`src/rtl/cmd_uart_wrapper.sv`:
```
// UART command front end: 8N1 receiver, two-byte command assembly and 8N1
// response transmitter. Receive and transmit paths run independently.
module cmd_uart_wrapper #(
  parameter int unsigned BAUD_DIV = 5208
) (
  input  logic        clk,
  input  logic        rst_n,
  input  logic        RX,
  output logic        TX,
  output logic [15:0] cmd,
  output logic        cmd_rdy,
  input  logic        clr_cmd_rdy,
  input  logic [7:0]  resp,
  input  logic        trmt,
  output logic        tx_done
);

  // Counter must hold 1.5 bit periods at the largest divider.
  localparam int unsigned CNT_W = 17;
  localparam int unsigned BIT_W = 4;
  localparam logic [CNT_W-1:0] BIT_RELOAD   = CNT_W'(BAUD_DIV - 1);
  localparam logic [CNT_W-1:0] FIRST_RELOAD = CNT_W'(BAUD_DIV + BAUD_DIV / 2 - 1);

  typedef enum logic { RX_IDLE, RX_BUSY } rx_state_t;
  typedef enum logic { ASM_HIGH, ASM_LOW } asm_state_t;
  typedef enum logic { TX_IDLE, TX_BUSY } tx_state_t;

  // ---------------------------------------------------------------- receiver
  logic             rx_meta, rx_sync, rx_prev;
  rx_state_t        rx_state, rx_state_nxt;
  logic [CNT_W-1:0] rx_cnt, rx_cnt_nxt;
  logic [BIT_W-1:0] rx_bits, rx_bits_nxt;
  logic [7:0]       rx_shift, rx_shift_nxt;
  logic             rx_byte_rdy_c;

  // Two-flop synchroniser plus one history flop for falling-edge detection.
  always_ff @(posedge clk or negedge rst_n) begin
    if (!rst_n) begin
      rx_meta <= 1'b1;
      rx_sync <= 1'b1;
      rx_prev <= 1'b1;
    end else begin
      rx_meta <= RX;
      rx_sync <= rx_meta;
      rx_prev <= rx_sync;
    end
  end

  // Receiver state register.
  always_ff @(posedge clk or negedge rst_n) begin
    if (!rst_n) begin
      rx_state <= RX_IDLE;
      rx_cnt   <= '0;
      rx_bits  <= '0;
      rx_shift <= '0;
    end else begin
      rx_state <= rx_state_nxt;
      rx_cnt   <= rx_cnt_nxt;
      rx_bits  <= rx_bits_nxt;
      rx_shift <= rx_shift_nxt;
    end
  end

  // Receiver next state: mid-bit sampling, 8 data bits then the stop bit.
  always_comb begin
    rx_state_nxt  = rx_state;
    rx_cnt_nxt    = rx_cnt;
    rx_bits_nxt   = rx_bits;
    rx_shift_nxt  = rx_shift;
    rx_byte_rdy_c = 1'b0;
    unique case (rx_state)
      RX_IDLE: begin
        if (rx_prev && !rx_sync) begin
          rx_state_nxt = RX_BUSY;
          rx_cnt_nxt   = FIRST_RELOAD;
          rx_bits_nxt  = '0;
        end
      end
      RX_BUSY: begin
        if (rx_cnt != '0) begin
          rx_cnt_nxt = rx_cnt - CNT_W'(1);
        end else if (rx_bits == BIT_W'(8)) begin
          // Stop-bit sample: a low stop bit silently drops the byte.
          rx_state_nxt  = RX_IDLE;
          rx_byte_rdy_c = rx_sync;
        end else begin
          rx_shift_nxt = {rx_sync, rx_shift[7:1]};
          rx_bits_nxt  = rx_bits + BIT_W'(1);
          rx_cnt_nxt   = BIT_RELOAD;
        end
      end
      default: rx_state_nxt = RX_IDLE;
    endcase
  end

  // ---------------------------------------------------------------- assembly
  asm_state_t  asm_state, asm_state_nxt;
  logic [7:0]  high_byte, high_byte_nxt;
  logic [15:0] cmd_nxt;
  logic        cmd_rdy_nxt;

  // Assembly state register.
  always_ff @(posedge clk or negedge rst_n) begin
    if (!rst_n) begin
      asm_state <= ASM_HIGH;
      high_byte <= '0;
      cmd       <= '0;
      cmd_rdy   <= 1'b0;
    end else begin
      asm_state <= asm_state_nxt;
      high_byte <= high_byte_nxt;
      cmd       <= cmd_nxt;
      cmd_rdy   <= cmd_rdy_nxt;
    end
  end

  // Pair bytes into a command; a completing byte beats a same-cycle clear.
  always_comb begin
    asm_state_nxt = asm_state;
    high_byte_nxt = high_byte;
    cmd_nxt       = cmd;
    cmd_rdy_nxt   = cmd_rdy;
    if (clr_cmd_rdy) begin
      cmd_rdy_nxt = 1'b0;
    end
    unique case (asm_state)
      ASM_HIGH: begin
        if (rx_byte_rdy_c) begin
          high_byte_nxt = rx_shift;
          asm_state_nxt = ASM_LOW;
          cmd_rdy_nxt   = 1'b0;
        end
      end
      ASM_LOW: begin
        if (rx_byte_rdy_c) begin
          cmd_nxt       = {high_byte, rx_shift};
          asm_state_nxt = ASM_HIGH;
          cmd_rdy_nxt   = 1'b1;
        end
      end
      default: asm_state_nxt = ASM_HIGH;
    endcase
  end

  // ------------------------------------------------------------- transmitter
  tx_state_t        tx_state, tx_state_nxt;
  logic [CNT_W-1:0] tx_cnt, tx_cnt_nxt;
  logic [BIT_W-1:0] tx_bits, tx_bits_nxt;
  logic [8:0]       tx_shift, tx_shift_nxt;
  logic             tx_pin_nxt, tx_done_nxt;

  // Transmitter state register; the line itself is a flop held high in reset.
  always_ff @(posedge clk or negedge rst_n) begin
    if (!rst_n) begin
      tx_state <= TX_IDLE;
      tx_cnt   <= '0;
      tx_bits  <= '0;
      tx_shift <= '1;
      TX       <= 1'b1;
      tx_done  <= 1'b0;
    end else begin
      tx_state <= tx_state_nxt;
      tx_cnt   <= tx_cnt_nxt;
      tx_bits  <= tx_bits_nxt;
      tx_shift <= tx_shift_nxt;
      TX       <= tx_pin_nxt;
      tx_done  <= tx_done_nxt;
    end
  end

  // Transmitter next state: start bit, 8 data bits LSB first, stop bit.
  always_comb begin
    tx_state_nxt = tx_state;
    tx_cnt_nxt   = tx_cnt;
    tx_bits_nxt  = tx_bits;
    tx_shift_nxt = tx_shift;
    tx_pin_nxt   = TX;
    tx_done_nxt  = tx_done;
    unique case (tx_state)
      TX_IDLE: begin
        tx_pin_nxt = 1'b1;
        if (trmt) begin
          tx_state_nxt = TX_BUSY;
          tx_shift_nxt = {1'b1, resp};
          tx_bits_nxt  = '0;
          tx_cnt_nxt   = BIT_RELOAD;
          tx_pin_nxt   = 1'b0;
          tx_done_nxt  = 1'b0;
        end
      end
      TX_BUSY: begin
        if (tx_cnt != '0) begin
          tx_cnt_nxt = tx_cnt - CNT_W'(1);
        end else if (tx_bits == BIT_W'(9)) begin
          tx_state_nxt = TX_IDLE;
          tx_done_nxt  = 1'b1;
          tx_pin_nxt   = 1'b1;
        end else begin
          tx_pin_nxt   = tx_shift[0];
          tx_shift_nxt = {1'b1, tx_shift[8:1]};
          tx_bits_nxt  = tx_bits + BIT_W'(1);
          tx_cnt_nxt   = BIT_RELOAD;
        end
      end
      default: tx_state_nxt = TX_IDLE;
    endcase
  end

endmodule

```
`config.mk`:
```
export PLATFORM = sky130hd
export DESIGN_NAME = cmd_uart_wrapper
export DESIGN_NICKNAME = d
export VERILOG_FILES = /design/src/rtl/cmd_uart_wrapper.sv
export SDC_FILE = /design/constraint.sdc
export NUM_CORES = 1
export LEC_CHECK = 0
export CORE_ASPECT_RATIO = 1.25
export CORE_MARGIN = 2
export CORE_UTILIZATION = 55
export DETAILED_ROUTE_END_ITERATION = 10
export DONT_BUFFER_PORTS = 1
export GPL_TIMING_DRIVEN = 0
export HOLD_SLACK_MARGIN = 0.05
export PLACE_DENSITY = 0.7
export SLEW_MARGIN = 20
export SYNTH_ARGS = -nofsm -noshare
export SYNTH_HDL_FRONTEND = slang
export SYNTH_SLANG_ARGS = --single-unit
```
`constraint.sdc`:
```
create_clock -name clk -period 4.2 [get_ports clk]
set_input_delay 0.63 -clock clk [delete_from_list [all_inputs] [get_ports clk]]
set_output_delay 0.63 -clock clk [all_outputs]
set_load 0.01 [all_outputs]
```
# After elaboration in Yosys (flattened, before gate mapping)
# Index checks and enable logic that the tools add are counted.
# word_totals
latchBits	0
rom_bits	0
output_inout_bits	19
wordCells	95
regBits	92
input_bits	13
ram_bits	0
mem_count	0
# op_classes
reduce_logical	12
magnitude_cmp	0
addsub	4
n_eq_ne	11
mul	0
bitwise	5
mux	46
shifts	0
div	0
# ops
op	count
$mux W17	6
$pmux W17 S2	2
$reduce_bool A17 Y1	2
$sub A17 B1 Y17 const B	2
$mux W9	3
$mux W4	6
$mux W1	20
$pmux W9 S2	1
$pmux W4 S2	2
$ne A2 B2 Y1 const B	6
$pmux W1 S2	6
$reduce_and A3 Y1	4
$add A4 B1 Y4 const B	2
$eq A4 B4 Y1 const B	2
$reduce_and A2 Y1	4
$ne A3 B3 Y1 const B	2
$not A1 Y1	5
$ne A2 B1 Y1 const B	1
$logic_and A1 B1 Y1	1
$logic_not A1 Y1	1

# Longest topological paths before layout
# Gate-level depths: netlist of run 1.
# depth
word_depth	6
ltp_mapped	10

# Least setup slack after synthesis of run 1
# Ideal clock, no wire load.
# synth_timing
path_kind	reg2reg
start	reg rx_cnt[0]
end	reg cmd[10]
required_ns	4.075
stages_incl_launch_ff	11
setup_time_ns	0.125
arrival_time_ns	3.170
slack_ns	0.905
path_cell_list	dfrtp_1 inv_1 ha_1 or4b_2 or4_4 buf_6 nor4_4 ha_1 clkbuf_1 clkbuf_1 mux2_2
# synth_via
elab_chain_cells	4
# synth_rtl
item	line	source
from (decl)	31	logic [CNT_W-1:0] rx_cnt, rx_cnt_nxt;
from (signal assigned)	58	rx_cnt <= rx_cnt_nxt;
$reduce_bool A17 Y1	80	if (rx_cnt != '0) begin
$mux W1	80	
$mux W1	71	unique case (rx_state)
$reduce_and A2 Y1 (no line)	-	
to (signal assigned)	112	cmd <= cmd_nxt;
to (decl)	10	output logic [15:0] cmd,
# No other way between the ends.
# A chain may end at the register's enable or synchronous reset.

# Worst setup path after layout of run 1
# layout_timing
start	reg rx_cnt[0]
end	reg cmd[5]
# The elaborated chain is that of the path after synthesis.

==> results of run 1 <==
==> report_power, final <==
part,internal [W],switching (W)
logic,0.000154,0.000190
registers,0.00101,0.000136
clock network,0.000284,0.000334
==> cells in the final DEF, fill, tap and decap left out, types with 5 or more instances in the layout <==
cell | synthesis | final
a21oi_1 | 9 | 9
clkbuf_1 | 10 | 10
clkbuf_8 | 0 | 9
dfrtp_1 | 79 | 79
dfstp_2 | 12 | 12
ha_1 | 10 | 10
inv_1 | 16 | 16
mux2_2 | 29 | 29
mux2_4 | 6 | 6
mux2i_1 | 13 | 13
nand2_1 | 33 | 33
nand3_1 | 16 | 16
nor2_1 | 22 | 22
nor3_1 | 12 | 12
nor4_1 | 8 | 8
o21ai_0 | 36 | 36
o31ai_1 | 7 | 7
or3_1 | 5 | 5
or4_1 | 9 | 9
==> kinds of logic after synthesis <==
kind of cell    share of synthesized area, %
flops                                   52.5
simple gates                            17.3
mux                                     12.5
compound gates                          10.4
buf+inv                                 3.44
xor+xnor                                1.00
fa+ha+maj                               2.87
==> sequential cells by signal, indices dropped and copies added, names as in the netlist, 4 cells and up <==
signal and cells:
rx_cnt 17, tx_shift 8, rx_shift 8, high_byte 8, cmd 16, tx_bits 4, rx_bits 4, tx_cnt 17
==> worst min-delay path by stage <==
stage	cells after the start	from	slack (ns)	to
detailed placement	0	rst_n	0.34	tx_cnt[1]$_DFFE_PN0P_
global route	0	rst_n	0.07	rx_sync$_DFF_PN1_
floorplan	0	rst_n	0.33	asm_state$_DFF_PN0_
global placement	0	rst_n	0.34	tx_done$_DFFE_PN0P_
finish	0	rst_n	0.09	rx_meta$_DFF_PN1_
CTS	0	rst_n	0.07	rx_prev$_DFF_PN1_
==> timing repair <==
item | in CTS | in global routing
setup buffers | 0 | 0
endpoints found under the hold margin | 79 | 0
hold buffers | 1 | 0
==> layer usage <==
layer  part of all wire, %  vias to the layer above  track usage (%)
li1                      -                     1446                -
met1                    46                     1444             27.1
met2                    50                       37             34.8
met3                   2.5                       14             3.59
met4                   2.1                        0             10.4
met5                     0                        -                0
==> cell type report <==
type,instances,area [sq um]
Buffer,15,90.1
Clock buffer,9,124
Clock inverter,7,82.6
Fill cell,644,3030
Inverter,16,60.1
Multi-Input combinational cell,269,1920
Sequential cell,91,2290
Tap cell,95,119
Timing Repair Buffer,1,27.5
==> stage by stage <==
stage | total power, W | utilization, %
after detailed placement | 0.00148 | 57.9
final | 0.00210 | 60.9
after global routing | 0.00223 | 60.9
after global placement | 0.00146 | 57.9
after CTS | 0.00212 | 60.9
after floorplan | 0.00139 | -
==> results.tsv, run 1 <==
stage	metric	value	unit
placed_design	routability congestion estimate	0.784	
die	Die H	104	microns
clock_tree	H-tree Lvls	3	
routing	drt first-iter violations	161	
synthesis	Yosys top cell by area	dfrtp_1	
routing	post-route antenna net violation count	0	
power_and_ir_drop	Max IR drop VDD	332	uV
worst_setup_path	CP required	4.46	ns
placed_design	pre-CTS WS	0.494	ns
clock_tree	clock transition at the registers of the reported paths	0.10	ns
synthesis	synth cell count leaders	79 x dfrtp_1, 36 x o21ai_0, 33 x nand2_1	
worst_setup_path	reg-to-reg slack, setup	0.45	ns
worst_setup_path	depth of the worst register-to-register path	10	
synthesis	Synth area leaders	dfrtp_1 45%, mux2_2 7.5%, dfstp_2 7.2%	
worst_setup_path	CP endpoint	cmd[5]$_DFFE_PN0P_	
clock_tree	Clock Tree Buf Depth	2	
status	status	finished clean	
timing	Min Clock Period, post-route	3.75	ns
worst_setup_path	WP data arrival	4.01	ns
timing	final hold violations	0	
worst_setup_path	worst path cell trace	inv_1 > ha_1 > or4b_2 > or4_4 > buf_6 > nor4_4 > ha_1 > clkbuf_1 > clkbuf_1 > mux2_2	
die	Die W	83.7	microns
worst_setup_path	CP max stage cell	or4b_2	
timing	setup_tns	0	ns
grt	pin count of the biggest net entering global routing	80	
worst_setup_path	cell family with the largest share of critical-path delay	simple AND/OR/NAND/NOR gates	
worst_setup_path	Critical Path Start	rx_cnt[0]$_DFFE_PN0P_	
routing	vias per inst	5.85	
grt	initial antenna violation count	0	
layout	fin cells	503	
timing	FMAX	0.267	GHz
placed_design	# port buffers	0	
min_path	min-delay worst type	in -> async	
die	initial core utilization	56.3	%
worst_setup_path	critical path class	reg -> reg	
layout	Area Overhead vs Synth	8.08	%
placed_design	HPWL after detailed placement	5610	microns
synthesis	count of state elements after synthesis	91	
layout	Ant. Diodes	0	
clock_tree	CTS tree	yes	
die	Core ar.	0.00775	sq mm
worst_setup_path	CP bufs+invs	4	
synthesis	Synth cell types	52	
flow_run	Max-Cap Viols	0	
worst_setup_path	critical path depth	10	
routing	Post-route DRC	0	
clock_tree	CTS Root Cell	clkbuf_8	
synthesis	Synth Instances	391	
worst_setup_path	CP max FO	10	
timing	fin crit share	89.3	%
placed_design	DP Cell Count	486	
synthesis	Mapped Area	0.00437	sq mm
routing	average routed wire per standard cell	16.8	microns
clock_tree	CTS resizes	0	
die	num rows	36	
grt	first-pass GRT wire length	14700	microns
clock_tree	TritonCTS Buffers	9	
synthesis	Post-synth EDFFs	0	
die	Ports	32	
synthesis	top-area cell type share of the netlist area	45.3	%
grt	vias in the first global route	2958	
routing	vias	2941	
routing	1st-pass router iterations	4	
clock_tree	worst skew pair latency	0.37	ns
worst_setup_path	Worst R2R Start	rx_cnt[0]$_DFFE_PN0P_	
clock_tree	clock sinks	91	
worst_setup_path	Worst R2R End	cmd[5]$_DFFE_PN0P_	
timing	Final Skew	0.0109	ns
placed_design	DP Area	0.00448	sq mm
power_and_ir_drop	static leakage	2.10	nW
synthesis	asr flop ratio synth	100	%
timing	Slew Limit Fails	0	
layout	final-stage net count	426	
synthesis	syn_area_per_cell	11.2	sq um
worst_setup_path	CP endpoint kind	flip-flop	
grt	All-Layer GR Usage	21.2	%
synthesis	count leader, synth	dfrtp_1	
grt	grt ovf	0	
timing	RSZ-0062 raised after global routing	no	
power_and_ir_drop	Power Dens Cells	446	mW/mm^2
synthesis	Post-synth top flop	dfrtp_1	
timing	hold_ws	0.0885	ns
timing	Slew headroom	43.7	%
worst_setup_path	max incr delay on CP	0.67	ns
worst_setup_path	Critical Path Source Type	flip-flop	
synthesis	syn_nets	414	
synthesis	yosys warns	0	
timing	Worst Tran Pin Value	0.842	ns
synthesis	sequential-to-total area share from yosys stat	52.5	%
die	DIE AREA	0.00867	sq mm
layout	Final Instance Area	0.00472	sq mm
timing	final setup fails	0	
layout	fraction of layout cells with a size suffix above 1	20.1	%
timing	Final WS setup	0.451	ns
routing	wirelength, routed	8440	microns
(Power assumes the default switching activity.)
==> run 2: changes to the inputs <==
--- a/config.mk
+++ b/config.mk
@@ -12,7 +12,7 @@
 export DONT_BUFFER_PORTS = 1
 export GPL_TIMING_DRIVEN = 0
 export HOLD_SLACK_MARGIN = 0.05
-export PLACE_DENSITY = 0.7
+export PLACE_DENSITY = 0.73
 export SLEW_MARGIN = 20
 export SYNTH_ARGS = -nofsm -noshare
 export SYNTH_HDL_FRONTEND = slang
==> constraint.sdc (replaced) <==
create_clock -name clk -period 3.2 [get_ports clk]
set_input_delay 0.48 -clock clk [delete_from_list [all_inputs] [get_ports clk]]
set_output_delay 0.48 -clock clk [all_outputs]
set_load 0.01 [all_outputs]
==> run 2 against run 1 <==
Cell count up 0.60%. Clock skew up 0.0047 ns. Register-to-register slack worse by 0.34 ns. Setup slack worse by 0.34 ns. Utilization up 0.26 points. Fmax up 21%. Highest routed layer unchanged. Sequential cell count unchanged.
==> results.tsv, run 2 (synthesized netlist as in run 1, its figures left out) <==
stage	metric	value	unit
routing	vias	3009	
min_path	Hold Path Sink	rx_meta$_DFF_PN1_	
worst_setup_path	CP max FO	10	
power_and_ir_drop	Power Dens Cells	563	mW/mm^2
layout	Final Util	61.2	%
power_and_ir_drop	Combinational Power Share	16.9	%
timing	hold_ws	0.105	ns
timing	final setup fails	0	
grt	grt ovf	0	
power_and_ir_drop	switch share	31.9	%
routing	post-route antenna net violation count	0	
timing	final hold violations	0	
flow_run	Max-Cap Viols	0	
timing	Min Clock Period, post-route	3.09	ns
clock_tree	worst skew pair latency	0.37	ns
clock_tree	clock sinks	91	
worst_setup_path	CP endpoint kind	flip-flop	
clock_tree	CTS Root Cell	clkbuf_8	
worst_setup_path	depth of the worst register-to-register path	9	
clock_tree	Clock Tree Buf Depth	2	
layout	Ant. Diodes	0	
placed_design	# port buffers	0	
die	Core ar.	0.00775	sq mm
power_and_ir_drop	sw power	0.000851	W
power_and_ir_drop	internal power	0.00182	W
routing	Post-route DRC	0	
placed_design	routability congestion estimate	0.805	
layout	final-stage net count	429	
worst_setup_path	Critical Path Source Type	flip-flop	
worst_setup_path	critical path class	reg -> reg	
worst_setup_path	reg-to-reg slack, setup	0.11	ns
clock_tree	TritonCTS Buffers	9	
die	Die H	104	microns
routing	1st-pass router iterations	4	
grt	initial antenna violation count	0	
status	status	finished clean	
worst_setup_path	WP data arrival	3.35	ns
routing	average routed wire per standard cell	16.1	microns
min_path	Hold Path Cell Cnt	0	
worst_setup_path	Worst R2R Start	rx_cnt[0]$_DFFE_PN0P_	
timing	Final WS setup	0.106	ns
die	DIE AREA	0.00867	sq mm
die	initial core utilization	56.3	%
layout	Top Registers	rx_cnt: 17 flops, tx_cnt: 17 flops, cmd: 16 flops	
layout	commonest non-fill, non-tap cell in the layout	dfrtp_1	
grt	vias in the first global route	2971	
layout	fraction of layout cells with a size suffix above 1	21.4	%
timing	Slew Limit Fails	0	
timing	Slew headroom	43.7	%
layout	most used cells in the layout excluding fill and tap cells	79 x dfrtp_1, 36 x o21ai_0, 33 x nand2_1	
power_and_ir_drop	Max IR drop VDD	357	uV
routing	vias per inst	5.95	
die	Die W	83.7	microns
clock_tree	H-tree Lvls	3	
worst_setup_path	Worst R2R End	cmd[7]$_DFFE_PN0P_	
timing	FMAX	0.323	GHz
min_path	Hold Crit Start	RX	
die	Ports	32	
timing	Worst Tran Pin Value	0.843	ns
timing	Final Skew	0.0156	ns
die	num rows	36	
placed_design	HPWL after detailed placement	5570	microns
clock_tree	CTS tree	yes	
layout	Area Overhead vs Synth	8.54	%
clock_tree	clock transition at the registers of the reported paths	0.09	ns
grt	All-Layer GR Usage	19.9	%
min_path	min-delay worst type	in -> reg	
timing	fin crit share	96.7	%
power_and_ir_drop	static leakage	2.11	nW
worst_setup_path	CP required	3.45	ns
power_and_ir_drop	part of the power in the clock network	26.8	%
grt	pin count of the biggest net entering global routing	92	
placed_design	pre-CTS WS	-0.320	ns
grt	first-pass GRT wire length	14100	microns
routing	wirelength, routed	8130	microns
power_and_ir_drop	share of power burned in registers	56.3	%
routing	drt first-iter violations	188	
==> run 2: changes by cell type in the layout (fill, tap and decap cells not counted) <==
cell / previous run / this run
buf_4: 0 / 4
bufinv_16: 1 / 0
clkbuf_1: 10 / 8
clkbuf_4: 0 / 1
clkinv_2: 0 / 2
clkinvlp_4: 2 / 0
dlygate4sd3_1: 0 / 1
ha_1: 10 / 8
ha_2: 0 / 1
ha_4: 0 / 1
==> run 2: critical path, stage by stage, from the launching register on <==
cell and delay [ns]:
dfrtp_1 0.42, inv_1 0.10, ha_1 0.15, or4b_2 0.66, or4_4 0.44, buf_6 0.16
nor4_4 0.26, ha_4 0.21, clkbuf_4 0.22, mux2_2 0.35
==> run 2: through the flow <==
step	TNS, ns	cell area [sq um]	cells	total power (W)
2_1_floorplan	0	4370	391	0.00183
6_report	0	4740	506	0.00267
5_1_grt	-0.188	4740	506	0.00283
3_3_place_gp	-2.50	4490	486	0.00191
3_5_place_dp	-3.81	4490	486	0.00195
4_1_cts	0	4710	502	0.00269
==> run 2: power by group through the flow <==
stage          clock [W]  sequential [W]  combinational, W
2_1_floorplan          0         0.00147          0.000352
3_3_place_gp           0         0.00151          0.000400
3_5_place_dp           0         0.00152          0.000428
4_1_cts         0.000736         0.00150          0.000458
5_1_grt         0.000779         0.00153          0.000521
6_report        0.000715         0.00150          0.000450
==> run 2: worst max-delay path by stage <==
| stage | depth (start not counted) | start | slack [ns] | endpoint |
|---|---|---|---|---|
| finish | 9 | rx_cnt[0]$_DFFE_PN0P_ | 0.11 | cmd[7]$_DFFE_PN0P_ |
| global route | 9 | rx_cnt[0]$_DFFE_PN0P_ | -0.02 | cmd[10]$_DFFE_PN0P_ |
| floorplan | 10 | rx_cnt[0]$_DFFE_PN0P_ | 0.03 | cmd[10]$_DFFE_PN0P_ |
| detailed placement | 10 | rx_cnt[0]$_DFFE_PN0P_ | -0.32 | cmd[7]$_DFFE_PN0P_ |
| global placement | 10 | rx_cnt[0]$_DFFE_PN0P_ | -0.24 | cmd[8]$_DFFE_PN0P_ |
| CTS | 9 | rx_cnt[0]$_DFFE_PN0P_ | 0.01 | cmd[10]$_DFFE_PN0P_ |
==> run 2: layer usage <==
layer | vias up | track usage [%] | part of all wire (%) | routed length [microns]
li1 | 1453 | - | - | -
met5 | - | 0 | 0 | 0
met1 | 1497 | 25.9 | 45 | 3630
met3 | 17 | 2.95 | 2.2 | 180
met2 | 42 | 32.6 | 51 | 4110
met4 | 0 | 9.68 | 2.5 | 205
==> run 2: layout make-up <==
type,count,area [sq um]
well taps,95,119
plain buffers,13,86.3
repair buffers,6,67.6
multi-input cells,269,1940
clock inverters,6,47.5
inverters,16,60.1
fillers,628,3010
clock buffers,10,128
flip-flops and latches,91,2290
==> run 2: what timing repair did <==
action,CTS,global route
hold buffers,2,0
setup endpoints to repair,18,18
buffers inserted,0,4
hold endpoints to repair,91,0
resized for setup,4,0
==> run 3: changes to the inputs <==
--- a/config.mk
+++ b/config.mk
@@ -13,6 +13,7 @@
 export GPL_TIMING_DRIVEN = 0
 export HOLD_SLACK_MARGIN = 0.05
 export PLACE_DENSITY = 0.73
+export SKIP_CTS_REPAIR_TIMING = 1
 export SLEW_MARGIN = 20
 export SYNTH_ARGS = -nofsm -noshare
 export SYNTH_HDL_FRONTEND = slang
==> run 3 against run 2 <==
Register-to-register slack improved by 0.02 ns. Highest routed layer unchanged. Critical endpoint unchanged. Sequential share of layout area increased by 0.15 points. Largest power group unchanged. Via count increased by 0.33%. Fmax increased by 0.81%. Cell area decreased by 0.32%. Critical path depth unchanged. Power increased by 0.10%. Critical path type unchanged. Largest cell class unchanged. Clock skew decreased by 0.0018 ns. Worst hold slack improved by 0.00098 ns. Combinational power increased by 0.9%.
==> results.tsv, run 3 (synthesized netlist as in run 1, its figures left out) <==
stage	metric	value	unit
power_and_ir_drop	static leakage	2.10	nW
timing	final hold violations	0	
die	Core ar.	0.00775	sq mm
layout	most used cells in the layout excluding fill and tap cells	79 x dfrtp_1, 36 x o21ai_0, 33 x nand2_1	
grt	All-Layer GR Usage	19.8	%
grt	grt ovf	0	
clock_tree	CTS tree	yes	
routing	Post-route DRC	0	
status	status	finished clean	
die	initial core utilization	56.3	%
worst_setup_path	Critical Path Source Type	flip-flop	
die	Die W	83.7	microns
timing	Slew Limit Fails	0	
routing	average routed wire per standard cell	16.2	microns
placed_design	HPWL after detailed placement	5570	microns
timing	Final Skew	0.0138	ns
grt	vias in the first global route	2974	
clock_tree	TritonCTS Buffers	9	
grt	initial antenna violation count	0	
worst_setup_path	depth of the worst register-to-register path	9	
die	num rows	36	
layout	Top Registers	rx_cnt: 17 flops, tx_cnt: 17 flops, cmd: 16 flops	
routing	vias per inst	6.00	
clock_tree	clock transition at the registers of the reported paths	0.09	ns
placed_design	# port buffers	0	
worst_setup_path	Worst R2R Start	rx_cnt[9]$_DFFE_PN0P_	
timing	FMAX	0.326	GHz
worst_setup_path	CP endpoint kind	flip-flop	
timing	Worst Tran Pin Value	0.868	ns
timing	Min Clock Period, post-route	3.07	ns
worst_setup_path	CP max FO	10	
timing	Final WS setup	0.131	ns
timing	Slew headroom	42.0	%
min_path	min-delay worst type	in -> reg	
clock_tree	worst skew pair latency	0.36	ns
timing	fin crit share	95.9	%
worst_setup_path	WP data arrival	3.32	ns
power_and_ir_drop	Max IR drop VDD	361	uV
clock_tree	H-tree Lvls	3	
placed_design	routability congestion estimate	0.805	
die	Ports	32	
die	DIE AREA	0.00867	sq mm
layout	Ant. Diodes	0	
clock_tree	CTS Root Cell	clkbuf_8	
routing	vias	3019	
routing	post-route antenna net violation count	0	
layout	commonest non-fill, non-tap cell in the layout	dfrtp_1	
placed_design	pre-CTS WS	-0.320	ns
layout	fraction of layout cells with a size suffix above 1	20.8	%
worst_setup_path	Worst R2R End	cmd[7]$_DFFE_PN0P_	
clock_tree	clock sinks	91	
routing	wirelength, routed	8130	microns
timing	RSZ-0062 raised after global routing	no	
layout	final-stage net count	426	
layout	Area Overhead vs Synth	8.20	%
worst_setup_path	critical path class	reg -> reg	
flow_run	Max-Cap Viols	0	
layout	fillcell total	632	
worst_setup_path	CP required	3.45	ns
routing	drt first-iter violations	180	
worst_setup_path	reg-to-reg slack, setup	0.13	ns
worst_setup_path	Critical Path Start	rx_cnt[9]$_DFFE_PN0P_	
power_and_ir_drop	Power Dens Cells	566	mW/mm^2
clock_tree	Clock Tree Buf Depth	2	
worst_setup_path	CP endpoint	cmd[7]$_DFFE_PN0P_	
die	Die H	104	microns
timing	final setup fails	0	
routing	1st-pass router iterations	4	
power_and_ir_drop	Power, Total	0.00267	W
grt	first-pass GRT wire length	14000	microns
grt	pin count of the biggest net entering global routing	92	
-- run 3: cell count changes in the layout (fill, tap and decap cells not counted) --
| cell | change |
|---|---|
| clkbuf_4 | -1 |
| buf_4 | -3 |
| or4b_2 | -1 |
| or4b_4 | +1 |
| buf_6 | +1 |
-- run 3: report_power, final --
part	internal, W	switching (W)
registers	0.00132	0.000182
logic	0.000205	0.000249
clock network	0.000292	0.000421
-- run 3: worst max-delay path, stage by stage, from the launching register on --
cell and delay (ns):
dfrtp_1 0.44, or4_1 0.53, buf_2 0.18, or4_4 0.51, buf_6 0.16, nor4_4 0.24
buf_4 0.18, ha_4 0.20, buf_6 0.17, mux2_2 0.34
-- run 3: area by class of cell --
type | instances | area [sq um] | share of cell area (%)
Multi-Input combinational cell | 269 | 1940 | 41.1
Clock inverter | 6 | 47.5 | 1.01
Clock buffer | 10 | 128 | 2.70
Timing Repair Buffer | 3 | 45.0 | 0.954
Buffer | 13 | 90.1 | 1.91
Inverter | 16 | 60.1 | 1.27
Sequential cell | 91 | 2290 | 48.5
Tap cell | 95 | 119 | 2.52
-- run 3: metrics by stage --
stage / instances / util [%] / setup TNS (ns) / hold slack (ns) / instance area [sq um]
floorplan: 391 / - / 0 / 0.184 / 4370
global placement: 486 / 57.9 / -2.50 / 0.187 / 4490
detailed placement: 486 / 57.9 / -3.81 / 0.187 / 4490
CTS: 502 / 60.2 / -4.01 / -0.219 / 4660
global route: 503 / 61.0 / 0 / 0.0788 / 4720
finish: 503 / 61.0 / 0 / 0.106 / 4720
-- run 3: how the worst min path moves through the flow --
stage / from / end / slack (ns) / depth (start not counted)
after detailed placement: rst_n / tx_state$_DFF_PN0_ / 0.19 / 0
after floorplan: rst_n / asm_state$_DFF_PN0_ / 0.18 / 0
final: RX / rx_meta$_DFF_PN1_ / 0.11 / 0
after global routing: RX / rx_meta$_DFF_PN1_ / 0.08 / 0
after CTS: rst_n / tx_state$_DFF_PN0_ / -0.22 / 0
after global placement: rst_n / tx_cnt[0]$_DFFE_PN0P_ / 0.19 / 0
-- run 3: routing by layer --
| layer | wire length, microns | GRT usage (%) | vias to the layer above |
|---|---|---|---|
| li1 | - | - | 1448 |
| met1 | 3550 | 25.5 | 1497 |
| met2 | 4190 | 32.5 | 57 |
| met3 | 209 | 3.03 | 17 |
| met4 | 181 | 9.79 | 0 |
| met5 | 0 | 0 | - |
